### src/rtl/wr_rr_arbiter_pkg.sv
// wr_rr_arbiter_pkg
//   Shared constants and types for the shared-memory switch write-path
//   arbiter: port count, datapath width, default select width and the
//   per-output grant FSM state encoding.
package wr_rr_arbiter_pkg;

  localparam int unsigned PORT_NUB_TOTAL = 8;
  localparam int unsigned DATA_WIDTH     = 64;
  localparam int unsigned SEL_W_DFLT     = $clog2(PORT_NUB_TOTAL);

  typedef enum logic {
    ST_IDLE = 1'b0,
    ST_LOCK = 1'b1
  } arb_state_e;

endpackage

### src/rtl/wr_rr_arbiter_rr_pick.sv
// wr_rr_arbiter_rr_pick
//   Combinational round-robin picker: returns the first set bit of req at or
//   after ptr, wrapping modulo N.
// Ports:
//   req  in  N          request vector
//   ptr  in  WIDTH_SEL  search start index
//   vld  out 1          any request present
//   idx  out WIDTH_SEL  picked index (0 when vld is low)
module wr_rr_arbiter_rr_pick #(
  parameter int unsigned N         = 8,
  parameter int unsigned WIDTH_SEL = $clog2(N)
) (
  input  logic [N-1:0]         req,
  input  logic [WIDTH_SEL-1:0] ptr,
  output logic                 vld,
  output logic [WIDTH_SEL-1:0] idx
);

  logic [2*N-1:0] req_dbl;
  logic [2*N-1:0] mask;
  logic [2*N-1:0] masked;

  // The upper copy is never masked, so a wrapped requester is always found
  // there once everything at or above ptr in the lower copy is empty.
  always_comb begin
    req_dbl = {req, req};
    mask    = {(2*N){1'b1}} << ptr;
    masked  = req_dbl & mask;
    vld     = |req;
    idx     = '0;
    for (int k = int'(2*N) - 1; k >= 0; k--) begin
      if (masked[k]) idx = WIDTH_SEL'(k % int'(N));
    end
  end

endmodule

### src/rtl/wr_rr_arbiter.sv
// wr_rr_arbiter
//   Per-output-queue round-robin arbiter for the switch write path. Each
//   output locks onto one input until that input's packet ends (or the
//   owner goes idle for TIMEOUT cycles), driving the queue write strobe,
//   the input-mux select and the per-input ready.
// Ports:
//   clk        in  1            clock
//   rst_n      in  1            async active-low reset
//   port_req   in  N*N          bit j*N+i: input j has a beat for output i
//   eop_in     in  N            per input: current beat ends the packet
//   full_in    in  N            per output queue full
//   wr_en_out  out N            per output queue write strobe
//   mux_sel    out N*WIDTH_SEL  field i: input granted to output i
//   in_ready   out N            per input: beat consumed this cycle
//   busy_out   out N            per output: grant locked
//
// Per-output FSM:
//   state   | meaning
//   IDLE    | no owner; pick a requester round-robin from ptr
//   LOCK    | owner fixed; write owner beats until EOP or idle timeout
module wr_rr_arbiter
  import wr_rr_arbiter_pkg::*;
#(
  parameter int unsigned N         = PORT_NUB_TOTAL,
  parameter int unsigned WIDTH_SEL = $clog2(N),
  parameter int unsigned TIMEOUT   = 255
) (
  input  logic                   clk,
  input  logic                   rst_n,
  input  logic [N*N-1:0]         port_req,
  input  logic [N-1:0]           eop_in,
  input  logic [N-1:0]           full_in,
  output logic [N-1:0]           wr_en_out,
  output logic [N*WIDTH_SEL-1:0] mux_sel,
  output logic [N-1:0]           in_ready,
  output logic [N-1:0]           busy_out
);

  localparam int unsigned TMO_W = (TIMEOUT > 0) ? $clog2(TIMEOUT + 1) : 1;
  localparam logic [TMO_W-1:0] TMO_LAST = (TIMEOUT > 0) ? TMO_W'(TIMEOUT - 1) : '0;

  for (genvar gi = 0; gi < N; gi++) begin : g_out
    arb_state_e           state_q, state_d;
    logic [WIDTH_SEL-1:0] owner_q, owner_d;
    logic [WIDTH_SEL-1:0] ptr_q, ptr_d;
    logic [TMO_W-1:0]     tmo_q, tmo_d;
    logic [N-1:0]         req_col;
    logic                 pick_vld;
    logic [WIDTH_SEL-1:0] pick_idx;
    logic [WIDTH_SEL-1:0] owner_nxt;
    logic                 own_req;
    logic                 own_eop;
    logic                 wr;

    always_comb begin
      req_col = '0;
      for (int j = 0; j < int'(N); j++) req_col[j] = port_req[j*N + gi];
    end

    wr_rr_arbiter_rr_pick #(
      .N         (N),
      .WIDTH_SEL (WIDTH_SEL)
    ) u_pick (
      .req (req_col),
      .ptr (ptr_q),
      .vld (pick_vld),
      .idx (pick_idx)
    );

    assign own_req   = req_col[owner_q];
    assign own_eop   = eop_in[owner_q];
    assign owner_nxt = (owner_q == WIDTH_SEL'(N - 1)) ? '0 : owner_q + 1'b1;
    assign wr        = (state_q == ST_LOCK) && own_req && !full_in[gi];

    always_comb begin
      state_d = state_q;
      owner_d = owner_q;
      ptr_d   = ptr_q;
      tmo_d   = tmo_q;
      case (state_q)
        ST_IDLE: begin
          if (pick_vld) begin
            state_d = ST_LOCK;
            owner_d = pick_idx;
            tmo_d   = '0;
          end
        end
        ST_LOCK: begin
          if (wr && own_eop) begin
            state_d = ST_IDLE;
            ptr_d   = owner_nxt;
            tmo_d   = '0;
          end else if (own_req) begin
            tmo_d = '0;
          end else if (!full_in[gi] && TIMEOUT != 0) begin
            // Backpressure freezes the counter; only a genuinely idle owner
            // advances it. The packet is abandoned on the last idle cycle.
            if (tmo_q == TMO_LAST) begin
              state_d = ST_IDLE;
              ptr_d   = owner_nxt;
              tmo_d   = '0;
            end else begin
              tmo_d = tmo_q + 1'b1;
            end
          end
        end
        default: state_d = ST_IDLE;
      endcase
    end

    always_ff @(posedge clk or negedge rst_n) begin
      if (!rst_n) begin
        state_q <= ST_IDLE;
        owner_q <= '0;
        ptr_q   <= '0;
        tmo_q   <= '0;
      end else begin
        state_q <= state_d;
        owner_q <= owner_d;
        ptr_q   <= ptr_d;
        tmo_q   <= tmo_d;
      end
    end

    assign wr_en_out[gi]                         = wr;
    assign busy_out[gi]                          = (state_q == ST_LOCK);
    assign mux_sel[gi*WIDTH_SEL +: WIDTH_SEL]    = owner_q;
  end

  // At most one output can own a given input, so at most one term per bit.
  always_comb begin
    in_ready = '0;
    for (int i = 0; i < int'(N); i++) begin
      for (int j = 0; j < int'(N); j++) begin
        if (wr_en_out[i] && (mux_sel[i*WIDTH_SEL +: WIDTH_SEL] == WIDTH_SEL'(j)))
          in_ready[j] = 1'b1;
      end
    end
  end

  for (genvar gj = 0; gj < N; gj++) begin : g_chk
    a_one_output: assert property (@(posedge clk) disable iff (!rst_n)
      $onehot0(port_req[gj*N +: N]));
  end

endmodule

### config.mk
export PLATFORM = sky130hd
export DESIGN_NAME = wr_rr_arbiter
export DESIGN_NICKNAME = d
export VERILOG_FILES = /design/src/rtl/wr_rr_arbiter_pkg.sv /design/src/rtl/wr_rr_arbiter_rr_pick.sv /design/src/rtl/wr_rr_arbiter.sv
export SDC_FILE = /design/constraint.sdc
export NUM_CORES = 1
export LEC_CHECK = 0
export CORE_ASPECT_RATIO = 1.75
export CORE_MARGIN = 5
export CORE_UTILIZATION = 57
export DETAILED_ROUTE_END_ITERATION = 16
export PLACE_DENSITY = 0.82
export SLEW_MARGIN = 20
export SYNTH_ARGS = -nofsm -noshare
export SYNTH_HDL_FRONTEND = slang
export SYNTH_SLANG_ARGS = --single-unit
### constraint.sdc
create_clock -name clk -period 3.6 [get_ports clk]
set_clock_uncertainty 0.1 [all_clocks]
set_input_delay 0.9 -clock clk [delete_from_list [all_inputs] [get_ports clk]]
set_output_delay 0.9 -clock clk [all_outputs]
set_load 0.03 [all_outputs]
==> results of run 1 <==
==> sequential cells by signal (all words and copies together), names as in the netlist <==
| name | count |
|---|---|
| g_out.owner_q | 24 |
| g_out.tmo_q | 64 |
| g_out.ptr_q | 24 |
| g_out.state_q | 8 |
==> cell families (layout without fill, tap and decap cells) <==
logic type | count (synthesis) | after routing | share of synthesized area [%]
flip-flops | 120 | 120 | 30.2
multiplexers | 74 | 74 | 11.9
other | 0 | 1 | 0
buffers and inverters | 122 | 412 | 5.38
AND/OR/NAND/NOR | 411 | 411 | 20.2
XOR/XNOR | 16 | 16 | 1.41
AO/OA/AOI/OAI | 347 | 347 | 22.5
adder cells (fa/ha/maj) | 68 | 68 | 8.45
==> power breakdown <==
part           switching [mW]  leakage (nW)  total, mW  internal, mW
sequential              0.650          1.55       2.38          1.73
combinational            3.58          4.35       6.59          3.01
clock                   0.638         0.262       1.56         0.923
total                    4.87          6.16       10.5          5.67
==> per-layer routing <==
metal	up-vias	GRT usage (%)	wire length, um
met4	0	19.9	2090
met5	-	0	0
met2	549	60.6	17800
li1	4868	-	-
met3	206	7.85	2210
met1	5173	32.8	11100
==> worst max-delay path, cell delays in order <==
cell and delay, ps:
buf_2 110, mux4_2 520, and3_4 200, buf_4 140, a32oi_1 230, nand2_1 130, a311o_1 320, buf_6 150
==> cell type report <==
| class | instances | share of cell area, % |
|---|---|---|
| sequential | 120 | 22.4 |
| multi-input combinational | 916 | 50.0 |
| timing repair buffer | 307 | 19.3 |
| tap | 231 | 2.16 |
| clock inverter | 9 | 0.374 |
| clock buffer | 23 | 3.57 |
| inverter | 73 | 2.10 |
| antenna | 1 | 0.0187 |
==> layout by cell type (no fill, tap or decap), types with 7 or more instances in the layout <==
cell             Yosys  layout
a21o_1              17      17
a21oi_1            106     103
a22oi_2              0      10
a311o_1              9       9
a32oi_1             12       8
and3_1              18      10
and3_4               0       7
buf_2                8      14
buf_4               16     169
buf_6                1      30
clkbuf_16            0      17
clkbuf_2             0      17
clkdlybuf4s50_1      0      47
clkinv_2             0       7
dfrtp_1            120     118
dlygate4sd2_1        0      14
dlymetal6s2s_1       0       8
ha_1                64      64
inv_1               73      71
mux2_2              14      12
mux2i_1             23      18
mux4_2              32      32
nand2_1            115     113
nand2b_1            16      16
nand3_1             42      41
nand4_1             14      14
nor2_1              95      93
nor2b_1             24      24
nor3_1              21      21
nor4_1              18      18
o2111ai_1            7       7
o21ai_0             77      77
o21bai_1             8       8
o22ai_1             11      11
o31ai_1             28      28
or3_1               15      15
xor2_1              10      10
==> timing repair <==
item	CTS	global route
pin swaps	35	22
hold endpoints to repair	0	0
gates resized for setup	212	77
buffers inserted	31	11
endpoints found under the setup margin	12	8
==> per-stage QoR <==
| step | cell area (um^2) | power, mW |
|---|---|---|
| after floorplan | 9950 | 5.93 |
| after global placement | 12300 | 7.94 |
| after detailed placement | 12300 | 8.08 |
| after CTS | 13200 | 10.1 |
| after global routing | 13400 | 11.2 |
| final | 13400 | 10.5 |
==> how the worst max path moves through the flow <==
stage / from / to / cells after the start
final: port_req[62] / in_ready[4] / 8
after detailed placement: port_req[58] / in_ready[6] / 7
after global routing: port_req[58] / in_ready[6] / 7
after global placement: port_req[58] / in_ready[6] / 7
after CTS: port_req[58] / in_ready[6] / 7
after floorplan: port_req[56] / in_ready[4] / 5
==> impl_metrics.toml, run 1 <==
[clocking]
path_clk_slew_ps = 50
clock_path_buffers = 2
clkLatencyLatePin_ps = 430
cts_tree = "yes"
cts_sinks = 120
numCtsBuffers = 17
cts-root-buf = "clkbuf_16"
cts_hold_buffers = 0
h-tree-depth = 4

[sta]
hold_viol = 0
min_period_ps = 3690
period_share_pct = 103
rsz0062_at_grt = "true"
fin_ws_ps = -92.4
max_freq_mhz = 271
tns_ps = -235
drv_slew = 0
hold_slack_ps = 386
tightestPinTransition_ps = 710
setup_viol = 4
relSlewSlack_pct = 52.5

[layout]
fin_cells = 1680
finalCoreUtilization_pct = 77.5
multiInputGateArea_um2 = 6700
regArea_um2 = 3010
nNetsFinal = 1581
drive_gt1_share_pct = 26.0
nFillCells = 1213
syn2layout_area_growth_pct = 34.7

[yosys]
async_reset_ff_share_pct = 100
yosysMostFrequentCell = "dfrtp_1"
yosysTopAreaCellShare_pct = 30.2
yosysSeqAreaShare_pct = 30.2
syn_area_um2 = 9950
synthTopCellsByCount = "dfrtp_1 (120), nand2_1 (115), a21oi_1 (106)"
ys_ff_latch = 120
synthesis.nets = 1304
ys.flop_type = "dfrtp_1"
synth.area.top_cells = "dfrtp_1 (30%), ha_1 (8.1%), mux4_2 (7.2%)"
synth_edf_count = 0
synth_top_cell_by_area = "dfrtp_1"
synth_warnings = 0
syn_inst = 1158
syn_area_per_cell_um2 = 8.59
synth_cell_type_count = 63

[placed_design]
routabilityCongestion = 0.984
dpl_worst_slack_ps = -944
port_buffers = 129
dp_hpwl_um = 23700
placedCellCount = 1607

[worst_setup_path]
reg2reg_slack_ps = 540
end_kind = "output pin"
cp_max_fo = 2
r2r_cells = 13
critical_path_class = "in2out"
rr_endpoint = "g_out[0].ptr_q[0]"
cp.arrival_ps = 2690
critPathRequiredTime_ps = 2600
regToRegStartpoint = "g_out[0].owner_q[0]"
startpoint_type = "input port"

[job]
max_cap_viol_count = 0

[die]
core_area_um2 = 17300
initial_core_util_pct = 57.5
num_rows = 64
die_area_um2 = 20300
die_w_um = 110
dieHeight_um = 185
io_pins = 130

[hold_path]
whs_endpoint = "g_out[0].tmo_q[7]"
min_path_cells = 1
min_from = "g_out[0].tmo_q[7]"
hp-class = "reg2reg"

[route]
route.detailed.wl_per_inst_um = 19.7
vias = 10800
finalWirelength_um = 33200
viasPerCell = 6.43
drc_errors = 0
dr.pass1.iters = 6
antenna_left = 0
drt_first_iter_violations = 949

[global_routing]
track_usage_pct = 33.1
antenna_found_initial = 1
grt_max_degree = 47
overflow = 0
grt_pass1_vias = 11000
grt_pass1_wl_um = 52900

[pwr]
p_per_area_nw_per_um2 = 786
ir_drop_mv = 0.587
p_leak_nw = 6.16

[status]
status = "finished with violations"
violations = "negative setup slack"
No activity file was read; power rests on OpenSTA's default activity.
==> run 2: changes to the inputs <==
--- a/config.mk
+++ b/config.mk
@@ -5,11 +5,12 @@
 export SDC_FILE = /design/constraint.sdc
 export NUM_CORES = 1
 export LEC_CHECK = 0
+export ABC_CLOCK_PERIOD_IN_PS = 3600
 export CORE_ASPECT_RATIO = 1.75
-export CORE_MARGIN = 5
 export CORE_UTILIZATION = 57
 export DETAILED_ROUTE_END_ITERATION = 16
 export PLACE_DENSITY = 0.82
+export SKIP_CTS_REPAIR_TIMING = 1
 export SLEW_MARGIN = 20
 export SYNTH_ARGS = -nofsm -noshare
 export SYNTH_HDL_FRONTEND = slang
==> run 2 against run 1 <==
  * The run still ends with negative setup slack left
  * Sequential power barely moved
  * Final cell count fell by 1.5%
  * First-iteration DRC count fell by 48%
  * Core utilization rose by 1.6 points
  * Critical path depth fell by 1
  * Clock-buffer cell count fell by 2
  * Register-to-register slack improved by 480 ps
  * Sequential share of layout area fell by 0.13 points
  * Maximum frequency rose by 0.67%
==> impl_metrics.toml, run 2 (synthesis gave the netlist of run 1 again) <==
[placed_design]
dp_hpwl_um = 23100
post_dp_cell_area_um2 = 12300
placedCellCount = 1607
port_buffers = 129
routabilityCongestion = 0.964

[route]
route.detailed.wl_per_inst_um = 19.0
vias = 10400
viasPerCell = 6.29
drt_first_iter_violations = 491
dr.pass1.iters = 5
drc_errors = 0
finalWirelength_um = 31500
antenna_left = 0

[pwr]
total_power_mw = 10.5
p_leak_nw = 6.44
ir_drop_mv = 0.643
p_per_area_nw_per_um2 = 780

[worst_setup_path]
cp_max_fo = 2
critical-path-top-delay-family = "compound AO/OA/AOI/OAI gates"
cp_slowest_stage_delay_ps = 520
critPathRequiredTime_ps = 2600
slowest_stage = "mux4_2"
cp.arrival_ps = 2670
worstPathCellList = "buf_6 > mux4_2 > and3_4 > a222oi_1 > nand2_1 > a311o_1 > buf_6"
cp_num_buf_inv = 2
cpMostUsedCell = "buf_6"
critical_path_class = "in2out"
startpoint_type = "input port"
end_kind = "output pin"
r2r_cells = 9
path_depth = 7

[global_routing]
track_usage_pct = 34.6
overflow = 0
antenna_found_initial = 0
grt_max_degree = 61
grt_pass1_wl_um = 48300
grt_pass1_vias = 10400

[clocking]
cts_sinks = 120
clock_path_buffers = 2
clkLatencyLatePin_ps = 430
numCtsBuffers = 17
path_clk_slew_ps = 60
h-tree-depth = 4
cts-root-buf = "clkbuf_16"
cts_tree = "yes"

[layout]
final_cell_mix = "buf_4 (155), dfrtp_1 (119), nand2_1 (113), a21oi_1 (103), nor2_1 (93)"
final_common_cell = "buf_4"
reg_top3 = "g_out.tmo_q: 64 flops, g_out.owner_q: 24 flops, g_out.ptr_q: 24 flops"
nNetsFinal = 1559
largest_reg_flops = 64
fin_cells = 1654
nFillCells = 1151
stdcell_area_um2 = 13500
top_register = "g_out.tmo_q"
drive_gt1_share_pct = 23.3
syn2layout_area_growth_pct = 35.4

[die]
num_rows = 63
die_w_um = 102
die_area_um2 = 18000
dieHeight_um = 177
initial_core_util_pct = 58.4
io_pins = 130
core_area_um2 = 17000

[sta]
rsz0062_at_grt = "true"
period_share_pct = 102
hold_viol = 0
tightestPinTransition_ps = 708
min_period_ps = 3670
max_freq_mhz = 273
drv_slew = 0
setup_viol = 7
fin_ws_ps = -67.7
relSlewSlack_pct = 52.7

[status]
status = "finished with violations"
violations = "negative setup slack"

[job]
max_cap_viol_count = 0

[hold_path]
hp-class = "in2async"
==> run 2: per-layer routing <==
metal  GRT usage (%)  vias up  part of all wire [%]
met2            64.2      425                    54
met1            34.2     5036                    34
li1                -     4812                     -
met4            20.1        0                   5.0
met3            7.58      131                   6.4
met5               0        -                     0
==> run 2: final timing paths <==
| path | from | end | slack [ps] |
|---|---|---|---|
| worst max register to register | g_out[0].owner_q[0] | g_out[0].tmo_q[2] | 1020 |
| worst min-delay path | rst_n | g_out[2].tmo_q[3] | 260 |
| worst min register to register | g_out[0].tmo_q[7] | g_out[0].tmo_q[7] | 390 |
| worst max-delay path | port_req[56] | in_ready[4] | -70 |
| max in group asynchronous | rst_n | g_out[6].owner_q[1] | 2280 |
| min in group clk | g_out[0].tmo_q[7] | g_out[0].tmo_q[7] | 390 |
==> run 2: layout make-up <==
type / count / area, um^2 / share of cell area, %
Multi-Input combinational cell: 916 / 6690 / 49.7
Sequential cell: 120 / 3000 / 22.3
Timing Repair Buffer: 285 / 2560 / 19.0
Clock buffer: 21 / 480 / 3.57
Tap cell: 227 / 284 / 2.11
Inverter: 73 / 280 / 2.08
Clock inverter: 11 / 169 / 1.25
Antenna cell: 1 / 2.50 / 0.0186
==> run 2: power by group <==
group          switching, mW  internal [mW]
registers              0.631           1.73
clock network          0.654           1.23
logic                   3.45           2.82
==> run 2: stage by stage <==
step,setup WS (ps),hold WS [ps],setup TNS (ps),util [%]
after floorplan,207,345,0,-
after global placement,-921,373,-4640,72.3
after detailed placement,-929,376,-5090,72.3
after CTS,-933,265,-5190,76.1
after global routing,-91.6,284,-383,79.1
final,-67.7,265,-279,79.1
==> run 2: worst register-to-register path: cells and delay by family, from the launching register on <==
family,cells,cell delay [ps]
multiplexers,2,800
AND/OR/NAND/NOR,2,540
buffers and inverters,3,450
flip-flops,1,410
AO/OA/AOI/OAI,2,200
